[config.mk]
export PLATFORM = sky130hd
export DESIGN_NAME = rgb_fx_pipe
export DESIGN_NICKNAME = d
export VERILOG_FILES = /design/src/rtl/rgb_fx_pkg.sv /design/src/rtl/chan_tap_delay.sv /design/src/rtl/rgb_fx_pipe.sv
export SDC_FILE = /design/constraint.sdc
export NUM_CORES = 1
export LEC_CHECK = 0
export ABC_AREA = 1
export CORE_MARGIN = 2
export CORE_UTILIZATION = 60
export CTS_CLUSTER_SIZE = 28
export DETAILED_ROUTE_END_ITERATION = 7
export PLACE_DENSITY = 0.89
export SYNTH_ARGS = -nofsm -noshare
export SYNTH_HDL_FRONTEND = slang
export SYNTH_HIERARCHICAL = 1
export SYNTH_SLANG_ARGS = --single-unit
[constraint.sdc]
create_clock -name pxclk -period 5.2 [get_ports pxclk]
set_input_delay 0.78 -clock pxclk [delete_from_list [all_inputs] [get_ports pxclk]]
set_output_delay 0.78 -clock pxclk [all_outputs]
set_load 0.01 [all_outputs]
[src/rtl/rgb_fx_pkg.sv]
// Shared mode encodings, channel slice indices and the luma helper for rgb_fx_pipe.
package rgb_fx_pkg;

    localparam logic [3:0] MODE_PASS   = 4'd0;
    localparam logic [3:0] MODE_INV    = 4'd1;
    localparam logic [3:0] MODE_SWAP   = 4'd2;
    localparam logic [3:0] MODE_INV_RB = 4'd3;
    localparam logic [3:0] MODE_MASH1  = 4'd4;
    localparam logic [3:0] MODE_MASH2  = 4'd5;
    localparam logic [3:0] MODE_POST   = 4'd6;
    localparam logic [3:0] MODE_KEY_R  = 4'd7;
    localparam logic [3:0] MODE_KEY_G  = 4'd8;
    localparam logic [3:0] MODE_KEY_B  = 4'd9;
    localparam logic [3:0] MODE_KEY_Y  = 4'd10;
    localparam logic [3:0] MODE_GREY   = 4'd11;

    // Slice index of each channel within the packed {blue, green, red} pixel.
    localparam int unsigned CH_R = 0;
    localparam int unsigned CH_G = 1;
    localparam int unsigned CH_B = 2;

    localparam int unsigned LUMA_W = 32;

    // Callers zero-extend the channels; the wide sum cannot overflow.
    function automatic logic [LUMA_W-1:0] luma(input logic [LUMA_W-1:0] r,
                                               input logic [LUMA_W-1:0] g,
                                               input logic [LUMA_W-1:0] b);
        return (r + (g << 1) + b) >> 2;
    endfunction

endpackage

[src/rtl/chan_tap_delay.sv]
// Per-channel shift line with a selectable tap; tap 0 is the freshest registered sample.
module chan_tap_delay #(
    parameter int unsigned CW      = 8,
    parameter int unsigned MAX_DLY = 16,
    localparam int unsigned DW     = $clog2(MAX_DLY)
) (
    input  logic          pxclk,
    input  logic          rst_n,
    input  logic [CW-1:0] din,
    input  logic [DW-1:0] sel,
    output logic [CW-1:0] dout
);

    logic [CW-1:0] line_q [MAX_DLY];
    logic [CW-1:0] line_d [MAX_DLY];

    always_comb begin
        line_d[0] = din;
        for (int i = 1; i < int'(MAX_DLY); i++) begin
            line_d[i] = line_q[i-1];
        end
    end

    always_ff @(posedge pxclk) begin
        if (!rst_n) begin
            for (int i = 0; i < int'(MAX_DLY); i++) begin
                line_q[i] <= '0;
            end
        end else begin
            line_q <= line_d;
        end
    end

    assign dout = line_q[sel];

endmodule

[src/rtl/rgb_fx_pipe.sv]
// Three-stage per-pixel colour effect pipe: input register, per-channel delay, effect/blank.
module rgb_fx_pipe
    import rgb_fx_pkg::*;
#(
    parameter int unsigned CW      = 8,
    parameter int unsigned MAX_DLY = 16,
    localparam int unsigned DW     = $clog2(MAX_DLY),
    localparam int unsigned PW     = $clog2(CW)
) (
    input  logic          pxclk,
    input  logic          rst_n,
    input  logic [3*CW-1:0] vid_pData_in,
    input  logic          vid_pVDE_in,
    input  logic          vid_pHSync_in,
    input  logic          vid_pVSync_in,
    input  logic [3:0]    mode,
    input  logic [CW-1:0] key_thresh,
    input  logic [PW-1:0] post_lvl,
    input  logic [DW-1:0] red_dly,
    input  logic [DW-1:0] green_dly,
    input  logic [DW-1:0] blue_dly,
    output logic [3*CW-1:0] vid_pData_out,
    output logic          vid_pVDE_out,
    output logic          vid_pHSync_out,
    output logic          vid_pVSync_out,
    output logic [3:0]    mode_active
);

    logic [3*CW-1:0] s1_data_q, s1_data_d;
    logic            s1_vde_q, s1_vde_d, s1_hs_q, s1_hs_d, s1_vs_q, s1_vs_d;
    logic            s1_live_q, s1_live_d, armed_q, armed_d;
    logic            s2_vde_q, s2_vde_d, s2_hs_q, s2_hs_d, s2_vs_q, s2_vs_d;
    logic [3:0]      mode_q, mode_d;
    logic [CW-1:0]   thresh_q, thresh_d;
    logic [PW-1:0]   post_q, post_d;
    logic [DW-1:0]   rdly_q, rdly_d, gdly_q, gdly_d, bdly_q, bdly_d;
    logic [3*CW-1:0] s3_data_q, s3_data_d;
    logic            s3_vde_q, s3_vde_d, s3_hs_q, s3_hs_d, s3_vs_q, s3_vs_d;

    logic            frame_edge;
    logic [CW-1:0]   r, g, b, y, fx_r, fx_g, fx_b, post_mask;
    logic            key_pass;

    // s2_vs_q is the previous S1 VSync; armed_q blocks the fake low left behind by reset.
    assign frame_edge = s1_vs_q & ~s2_vs_q & armed_q;

    always_comb begin
        s1_data_d = vid_pData_in;
        s1_vde_d  = vid_pVDE_in;
        s1_hs_d   = vid_pHSync_in;
        s1_vs_d   = vid_pVSync_in;
        s1_live_d = 1'b1;
        armed_d   = armed_q | (s1_live_q & ~s1_vs_q);
        s2_vde_d  = s1_vde_q;
        s2_hs_d   = s1_hs_q;
        s2_vs_d   = s1_vs_q;
        mode_d    = mode_q;
        thresh_d  = thresh_q;
        post_d    = post_q;
        rdly_d    = rdly_q;
        gdly_d    = gdly_q;
        bdly_d    = bdly_q;
        if (frame_edge) begin
            mode_d   = mode;
            thresh_d = key_thresh;
            post_d   = post_lvl;
            rdly_d   = red_dly;
            gdly_d   = green_dly;
            bdly_d   = blue_dly;
        end
    end

    chan_tap_delay #(.CW(CW), .MAX_DLY(MAX_DLY)) u_dly_r (
        .pxclk (pxclk),
        .rst_n (rst_n),
        .din   (s1_data_q[CH_R*CW +: CW]),
        .sel   (rdly_q),
        .dout  (r)
    );

    chan_tap_delay #(.CW(CW), .MAX_DLY(MAX_DLY)) u_dly_g (
        .pxclk (pxclk),
        .rst_n (rst_n),
        .din   (s1_data_q[CH_G*CW +: CW]),
        .sel   (gdly_q),
        .dout  (g)
    );

    chan_tap_delay #(.CW(CW), .MAX_DLY(MAX_DLY)) u_dly_b (
        .pxclk (pxclk),
        .rst_n (rst_n),
        .din   (s1_data_q[CH_B*CW +: CW]),
        .sel   (bdly_q),
        .dout  (b)
    );

    always_comb begin
        y = CW'(luma(LUMA_W'(r), LUMA_W'(g), LUMA_W'(b)));
        for (int unsigned i = 0; i < CW; i++) begin
            post_mask[i] = (i >= 32'(post_q));
        end
        fx_r     = r;
        fx_g     = g;
        fx_b     = b;
        key_pass = 1'b1;
        case (mode_q)
            MODE_PASS:   ;
            MODE_INV:    begin fx_r = ~r; fx_g = ~g; fx_b = ~b; end
            MODE_SWAP:   begin fx_r = g; fx_g = b; fx_b = r; end
            MODE_INV_RB: begin fx_r = ~r; fx_b = ~b; end
            MODE_MASH1:  begin fx_r = b ^ g; fx_g = r; fx_b = g ^ r; end
            MODE_MASH2:  begin fx_r = b ^ g; fx_g = r & g; fx_b = ~r; end
            MODE_POST:   begin
                fx_r = r & post_mask;
                fx_g = g & post_mask;
                fx_b = b & post_mask;
            end
            MODE_KEY_R:  key_pass = r > thresh_q;
            MODE_KEY_G:  key_pass = g > thresh_q;
            MODE_KEY_B:  key_pass = b > thresh_q;
            MODE_KEY_Y:  key_pass = y > thresh_q;
            MODE_GREY:   begin fx_r = y; fx_g = y; fx_b = y; end
            default:     ;
        endcase
        s3_data_d = (s2_vde_q && key_pass) ? {fx_b, fx_g, fx_r} : '0;
        s3_vde_d  = s2_vde_q;
        s3_hs_d   = s2_hs_q;
        s3_vs_d   = s2_vs_q;
    end

    always_ff @(posedge pxclk) begin
        if (!rst_n) begin
            s1_data_q <= '0;
            s1_vde_q  <= 1'b0;
            s1_hs_q   <= 1'b0;
            s1_vs_q   <= 1'b0;
            s1_live_q <= 1'b0;
            armed_q   <= 1'b0;
            s2_vde_q  <= 1'b0;
            s2_hs_q   <= 1'b0;
            s2_vs_q   <= 1'b0;
            mode_q    <= '0;
            thresh_q  <= '0;
            post_q    <= '0;
            rdly_q    <= '0;
            gdly_q    <= '0;
            bdly_q    <= '0;
            s3_data_q <= '0;
            s3_vde_q  <= 1'b0;
            s3_hs_q   <= 1'b0;
            s3_vs_q   <= 1'b0;
        end else begin
            s1_data_q <= s1_data_d;
            s1_vde_q  <= s1_vde_d;
            s1_hs_q   <= s1_hs_d;
            s1_vs_q   <= s1_vs_d;
            s1_live_q <= s1_live_d;
            armed_q   <= armed_d;
            s2_vde_q  <= s2_vde_d;
            s2_hs_q   <= s2_hs_d;
            s2_vs_q   <= s2_vs_d;
            mode_q    <= mode_d;
            thresh_q  <= thresh_d;
            post_q    <= post_d;
            rdly_q    <= rdly_d;
            gdly_q    <= gdly_d;
            bdly_q    <= bdly_d;
            s3_data_q <= s3_data_d;
            s3_vde_q  <= s3_vde_d;
            s3_hs_q   <= s3_hs_d;
            s3_vs_q   <= s3_vs_d;
        end
    end

    assign vid_pData_out  = s3_data_q;
    assign vid_pVDE_out   = s3_vde_q;
    assign vid_pHSync_out = s3_hs_q;
    assign vid_pVSync_out = s3_vs_q;
    assign mode_active    = mode_q;

endmodule

* Word-level counts from Yosys, hierarchy flattened
Index checks and enable logic that the tools add are counted.
** Cells by class
- $mul :: 0
- Reductions and logical operators :: 4
- Equal/unequal tests :: 11
- Bitwise logic cells :: 18
- $add $sub $neg :: 2
- Divide/modulo/power cells :: 0
- Shifts and indexed selects :: 0
- $lt $le $gt $ge :: 14
- Mux-type cells :: 14
** Operators with widths (count)
- binary-select mux 8 bit (select 4 bit) :: 3
- one-hot mux 8 bit (6 select lines) :: 2
- two-way mux 8 bit :: 6
- one-hot mux 8 bit (5 select lines) :: 1
- AND 8 bit :: 4
- greater-than comparator 8 bit :: 4
- NOT 8 bit :: 3
- equality test 4 x 3 -> 1 bit, second input constant :: 4
- equality test 4 bit, second input constant :: 4
- bitwise XOR 8 bit :: 2
- >= comparator 5 bit, second input constant :: 3
- NOT 4 -> 5 bit :: 3
- adder 10 x 8 -> 10 bit :: 1
- adder 8 x 9 -> 10 bit :: 1
- >= comparator 3 bit, first input constant :: 3
- equality test 4 x 2 -> 1 bit, second input constant :: 2
- >= comparator 1 x 3 -> 1 bit, first input constant :: 2
- >= comparator 2 x 3 -> 1 bit, first input constant :: 2
- equality test 4 x 1 -> 1 bit, second input constant :: 1
- one-hot mux 1 bit (4 select lines) :: 1
- OR reduction 2 bit :: 2
- AND 1 bit :: 3
- NOT 1 bit :: 2
- AND reduction 2 bit :: 1
- 3 further kinds :: 3
** Storage, ports and cells
- Memory bits (writable) :: 0
- Bits in latches :: 0
- ROM bits :: 0
- Word-level logic and storage cells :: 130
- Bits of input ports :: 56
- Register bits after elaboration :: 470
- Memories kept :: 0
- Output and inout port bits :: 31

* Depth between registers and ports, before layout
- Depth after elaboration :: 10
- Gate-level depth with buffers :: 31
- Depth with buffers taken out :: 29

* By module
The synthesis kept the hierarchy.
** Modules (own cells, without submodules)
- chan_tap_delay :: seq. area each 2562.5 µm², cells an instance 786, instances 3, area each 5245.0 µm²
- rgb_fx_pipe :: seq. area each 1721.7 µm², cells an instance 714, instances 1, area each 5032.3 µm²

* Worst setup path before layout
Ideal clock, no wire load.
- Path type :: reg-to-reg
- Start :: register rdly_q[0]
- End :: register s3_data_q[16], in the netlist vid_pData_out[16]
- Required time :: 5.082 ns
- Setup time :: 0.118 ns
- Path slack :: 1.485 ns
- Path buffers :: 3
- Period minus slack after synthesis :: 3.715 ns
- Arrival time :: 3.597 ns
- Stages on the path, launching flop included :: 30
- Cells stage by stage :: dfxtp_1 -> buf_6 -> buf_6 -> nand2_1 -> nand2_1 -> nand2_1 -> nand3_1 -> nand3_1 -> nand2_1 -> inv_1 -> fa_1 -> nor2_1 -> fa_1 -> nand3_1 -> nand2_1 -> nand2_1 -> nand2_1 -> nand3_1 -> nand2_1 -> ha_1 -> a21o_1 -> nor2_1 -> nand2_1 -> nand2_1 -> nand2_1 -> nor2_1 -> nand2_1 -> nand2_2 -> buf_6 -> nor2_1
** Between the ends
- Longest elaborated chain between the ends :: 10
- Elaborated cells between the ends (all ways) :: 14
** RTL lines
- from (decl) :: RTL line rgb_fx_pipe.sv:36 : logic [DW-1:0] rdly_q, rdly_d, gdly_q, gdly_d, bdly_q, bdly_d;
- from (signal assigned) :: RTL line rgb_fx_pipe.sv:165 : rdly_q <= rdly_d;
- NOT 4 -> 5 bit (not written as such) * :: RTL line chan_tap_delay.sv:34 : assign dout = line_q[sel];
- binary-select mux 8 bit (select 4 bit) * :: RTL line chan_tap_delay.sv:34
- two-way mux 8 bit (not written as such) * (2 in series) :: RTL line chan_tap_delay.sv:34
- via r[1] :: RTL line rgb_fx_pipe.sv:41 : logic [CW-1:0] r, g, b, y, fx_r, fx_g, fx_b, post_mask;
- adder 8 x 9 -> 10 bit :: RTL line rgb_fx_pkg.sv:28 : return (r + (g << 1) + b) >> 2;
- adder 10 x 8 -> 10 bit :: RTL line rgb_fx_pkg.sv:28
- greater-than comparator 8 bit :: RTL line rgb_fx_pipe.sv:121 : MODE_KEY_Y: key_pass = y > thresh_q;
- one-hot mux 1 bit (4 select lines) :: RTL line rgb_fx_pipe.sv:106 : case (mode_q)
- logical AND 1 bit :: RTL line rgb_fx_pipe.sv:125 : s3_data_d = (s2_vde_q && key_pass) ? {fx_b, fx_g, fx_r} : '0;
- AND reduction 2 bit (no source line)
- to (signal assigned) :: RTL line rgb_fx_pipe.sv:168 : s3_data_q <= s3_data_d;
- to (decl) :: RTL line rgb_fx_pipe.sv:37 : logic [3*CW-1:0] s3_data_q, s3_data_d;
The timed path passes the listed nets; every way through them passes the cells marked *. The select of a mux whose other input is x is not followed.
A chain may end at the register's enable or synchronous reset.

* Worst setup path after layout
- Start :: register gdly_q[0]
- End :: register s3_data_q[0], in the netlist vid_pData_out[0]
** Between the ends
- Longest elaborated chain between the ends :: 10
- Elaborated cells between the ends (all ways) :: 13
** RTL lines
- from (decl) :: RTL line rgb_fx_pipe.sv:36
- from (signal assigned) :: RTL line rgb_fx_pipe.sv:166 : gdly_q <= gdly_d;
- NOT 4 -> 5 bit (not written as such) * :: RTL line chan_tap_delay.sv:34
- binary-select mux 8 bit (select 4 bit) * :: RTL line chan_tap_delay.sv:34
- two-way mux 8 bit (not written as such) * (2 in series) :: RTL line chan_tap_delay.sv:34
- via g[6] :: RTL line rgb_fx_pipe.sv:41
- adder 8 x 9 -> 10 bit :: RTL line rgb_fx_pkg.sv:28
- adder 10 x 8 -> 10 bit :: RTL line rgb_fx_pkg.sv:28
- greater-than comparator 8 bit :: RTL line rgb_fx_pipe.sv:121
- one-hot mux 1 bit (4 select lines) * :: RTL line rgb_fx_pipe.sv:106
- logical AND 1 bit * :: RTL line rgb_fx_pipe.sv:125
- AND reduction 2 bit (no source line) *
Marks and branches as above.

==> results.py <==
metrics = {
    "sta": {
        "hold_viol_final": 0,
        "slew_headroom_pct": 32.93,
        "worst_pin_slew_ps": 1002,
        "setup_viol": 0,
        "setup_tns_ps": 0,
        "period_share_pct": 90.82,
        "drv_slew": 0,
        "clock_skew_ps": 16.88,
        "fin_crit_ps": 4723,
        "rsz0062_at_grt": "false",
        "fmax_mhz": 211.8,
    },
    "clocking": {
        "cts_setup_buffers": 0,
        "clk_pin_slew_worst_paths_ps": 60,
        "cts_sinks": 470,
        "clk-insertion-delay-late_ps": 580,
        "cts_tree": "built",
        "clockBufferDepth": 3,
        "h-tree-depth": 2,
        "root_buffer": "clkbuf_16",
        "cts-buffers-inserted": 46,
    },
    "min_path": {
        "hold_start": "s1_data_q[1]$_SDFF_PN0_",
        "min_delay_worst_endpoint": "u_dly_r/line_d[113]$_SDFF_PN0_",
        "min_path_cells": 2,
        "hold_path_class": "flip-flop to flip-flop",
    },
    "critical_path": {
        "rr_worst_depth": 24,
        "path_cells": "inv_2, buf_12, nand2_1, nand2_1, nand2_1, nand3_1, nand3_1, nand2_1, fa_1, ha_1, a21oi_1, a21boi_0, nand3_1, and2_1, ha_1, nand2_1, nor2_1, a21oi_1, nand2_1, nand2_1, nor2_1, nand2_1, nand2_2, nor2_1",
        "cp_slowest_cell": "fa_1",
        "crit_path_start_kind": "flip-flop",
        "path_delay_family": "simple AND/OR/NAND/NOR gates",
        "worstPathMaxFanout": 43,
        "end_kind": "flip-flop",
        "reg2reg_from": "gdly_q[0]$_SDFFE_PN0P_",
        "cp_common_cell": "nand2_1",
        "path_class": "flip-flop to flip-flop",
        "cp_data_required_time_ps": 5640,
        "r2r_slack_ps": 480,
        "max_stage_delay_ps": 500,
        "arrival_ps": 5160,
        "rr_endpoint": "vid_pData_out[0]$_SDFF_PN0_",
        "crit_buf_inv": 2,
    },
    "logic_synthesis": {
        "synth_top_area_share_pct": 45.31,
        "synthTopCellsByArea": "dfxtp_1 45%, nand2_1 19%, inv_1 14%, nand3_1 7.4%, ha_1 2.8%",
        "yosys.area.top_type": "dfxtp_1",
        "synth_area_um2": 20770,
        "synth_area_per_cell_um2": 6.760,
        "syn_inst": 3072,
        "ys_warn_count": 6,
        "yosysSeqAreaShare_pct": 45.31,
        "yosysUniqueCellTypes": 39,
        "synth_edf_count": 0,
        "ys_seq_elements": 470,
        "synth_ff_type": "dfxtp_1",
        "async_reset_ff_share_pct": 0,
        "syn_nets": 3183,
    },
    "drt": {
        "routed_via_density": 4.924,
        "drtIter0Drc": 1443,
        "routed_wl_mm": 47.15,
        "drt-wirelength-per-cell_um": 13.16,
        "dr_total_vias": 17640,
        "drc_errors": 0,
        "ant_nets": 0,
        "drtPass1Iterations": 5,
    },
    "power": {
        "power_density_nw_per_um2": 339.6,
        "cellLeakagePower_nw": 13.24,
        "ir_worst_vdd_mv": 0.3177,
    },
    "layout": {
        "layout_commonest_cell": "nand2_1",
        "num-fill-cells": 2719,
        "final_nets": 3206,
        "instances_no_fill": 3583,
        "diodes": 0,
        "drive_gt1_share_pct": 3.708,
        "syn_to_final_growth_pct": 11.49,
        "most-common-layout-cells": "1072 x nand2_1, 777 x inv_1, 467 x dfxtp_1, 306 x nand3_1, 92 x nor2_1",
    },
    "global_routing": {
        "grt_pass1_wl_mm": 77.71,
        "overflow": 0,
        "grt_max_degree": 163,
        "antenna_found_initial": 0,
        "grt_usage_pct": 26.14,
        "grt_pass1_vias": 17140,
    },
    "run": {
        "maxCapViolations": 0,
    },
    "floorplanning": {
        "pin_count": 87,
        "start_util_pct": 60.57,
        "core_area_um2": 34290,
        "die_x_um": 190.0,
        "fp.dieArea_um2": 36120,
        "die_y_um": 190.0,
        "rows": 68,
    },
    "run_status": {
        "outcome": "complete, no violations",
    },
    "place": {
        "hpwl_mm": 29.95,
        "place_inst": 3502,
        "port_buffers": 86,
        "gp_congestion": 0.9141,
    },
}
## worst reg2reg max path: cells and delay by family (launching register included)
family,cells,cell delay [ps]
buffers and inverters,2,580
DFF,1,330
adders and majority gates,3,1110
AOI/OAI and AO/OA,3,470
and+or+nand+nor,16,2110
## cells by family (layout without fill, tap and decap cells)
family                   Yosys count  after routing  synth area share (%)
AND/OR/NAND/NOR                 1494           1494                 29.24
buffers and inverters            918            974                 18.09
adder cells (fa/ha/maj)           55             55                 3.603
flip-flops                       470            470                 45.31
AO/OA/AOI/OAI                    127            127                 3.416
XOR/XNOR                           8              8                0.3374
## layer usage
metal	vias up	routed length (um)	track usage, %
li1	8952	-	-
met1	7996	19470	30.98
met4	0	1840	12.67
met3	141	3002	4.593
met5	-	0	0
met2	553	22840	45.76
## per-stage QoR
step                setup WS (ps)  util, %  cell area, um^2  hold WS [ps]  power [W]
finish                      477.5    67.53            23150         407.8   0.007864
global route                63.40    67.53            23150         418.7   0.008179
CTS                         441.5    67.49            23140         410.6   0.007913
detailed placement          478.2    63.04            21610         398.4   0.004574
global placement            606.9    63.04            21610         390.9   0.004547
floorplan                    1485        -            20770         386.4   0.004343
## repair_timing
| action | 4_1_cts | 5_1_grt |
|---|---|---|
| gates resized for setup | 0 | 5 |
| setup endpoints to repair | 0 | 24 |
| hold buffers | 0 | 0 |
## registers in the layout, summed over array words and instances (netlist names), 3 cells and up
register	flops
u_dly_b/line_d	120
u_dly_g/line_d	120
u_dly_r/line_d	120
s1_data_q	24
vid_pData_out	24
thresh_q	8
u_dly_b/line_q	8
u_dly_g/line_q	8
u_dly_r/line_q	8
bdly_q	4
gdly_q	4
mode_active	4
rdly_q	4
post_q	3
## cells in the mapped netlist (11+ instances only)
library cell  count
ha_1             47
nand2_1        1072
o21ai_0          37
dfxtp_1         470
a21oi_1          59
buf_6            24
buf_2            81
nand3_1         306
clkbuf_1         18
nor2_1           92
inv_1           777
o211ai_1         11
## where the power goes
part	internal, W	switching (W)	total, W	leakage, nW
combinational	0.000294	0.000551	0.000845	8.69
clock	0.00197	0.00138	0.00335	0.745
sequential	0.00365	0.0000251	0.00367	3.80
## layout make-up
cell class | count | area, um^2 | area share [%]
Clock inverter | 19 | 254.0 | 1.097
Inverter | 784 | 2945 | 12.72
Sequential cell | 470 | 9413 | 40.65
Multi-Input combinational cell | 1684 | 7601 | 32.83
Clock buffer | 62 | 1271 | 5.490
Tap cell | 455 | 569.3 | 2.459
Timing Repair Buffer | 109 | 1100 | 4.750
## how the worst max path moves through the flow
stage                           startpoint                            to  slack, ps  cells past startpoint
finish              gdly_q[0]$_SDFFE_PN0P_   vid_pData_out[0]$_SDFF_PN0_        480                     24
global route        rdly_q[0]$_SDFFE_PN0P_  vid_pData_out[15]$_SDFF_PN0_         60                     24
CTS                 rdly_q[0]$_SDFFE_PN0P_  vid_pData_out[15]$_SDFF_PN0_        440                     23
detailed placement  rdly_q[0]$_SDFFE_PN0P_  vid_pData_out[15]$_SDFF_PN0_        480                     22
global placement    bdly_q[0]$_SDFFE_PN0P_   vid_pData_out[9]$_SDFF_PN0_        610                     27
floorplan           rdly_q[0]$_SDFFE_PN0P_  vid_pData_out[16]$_SDFF_PN0_       1490                     29
No activity file was read; power rests on OpenSTA's default activity.
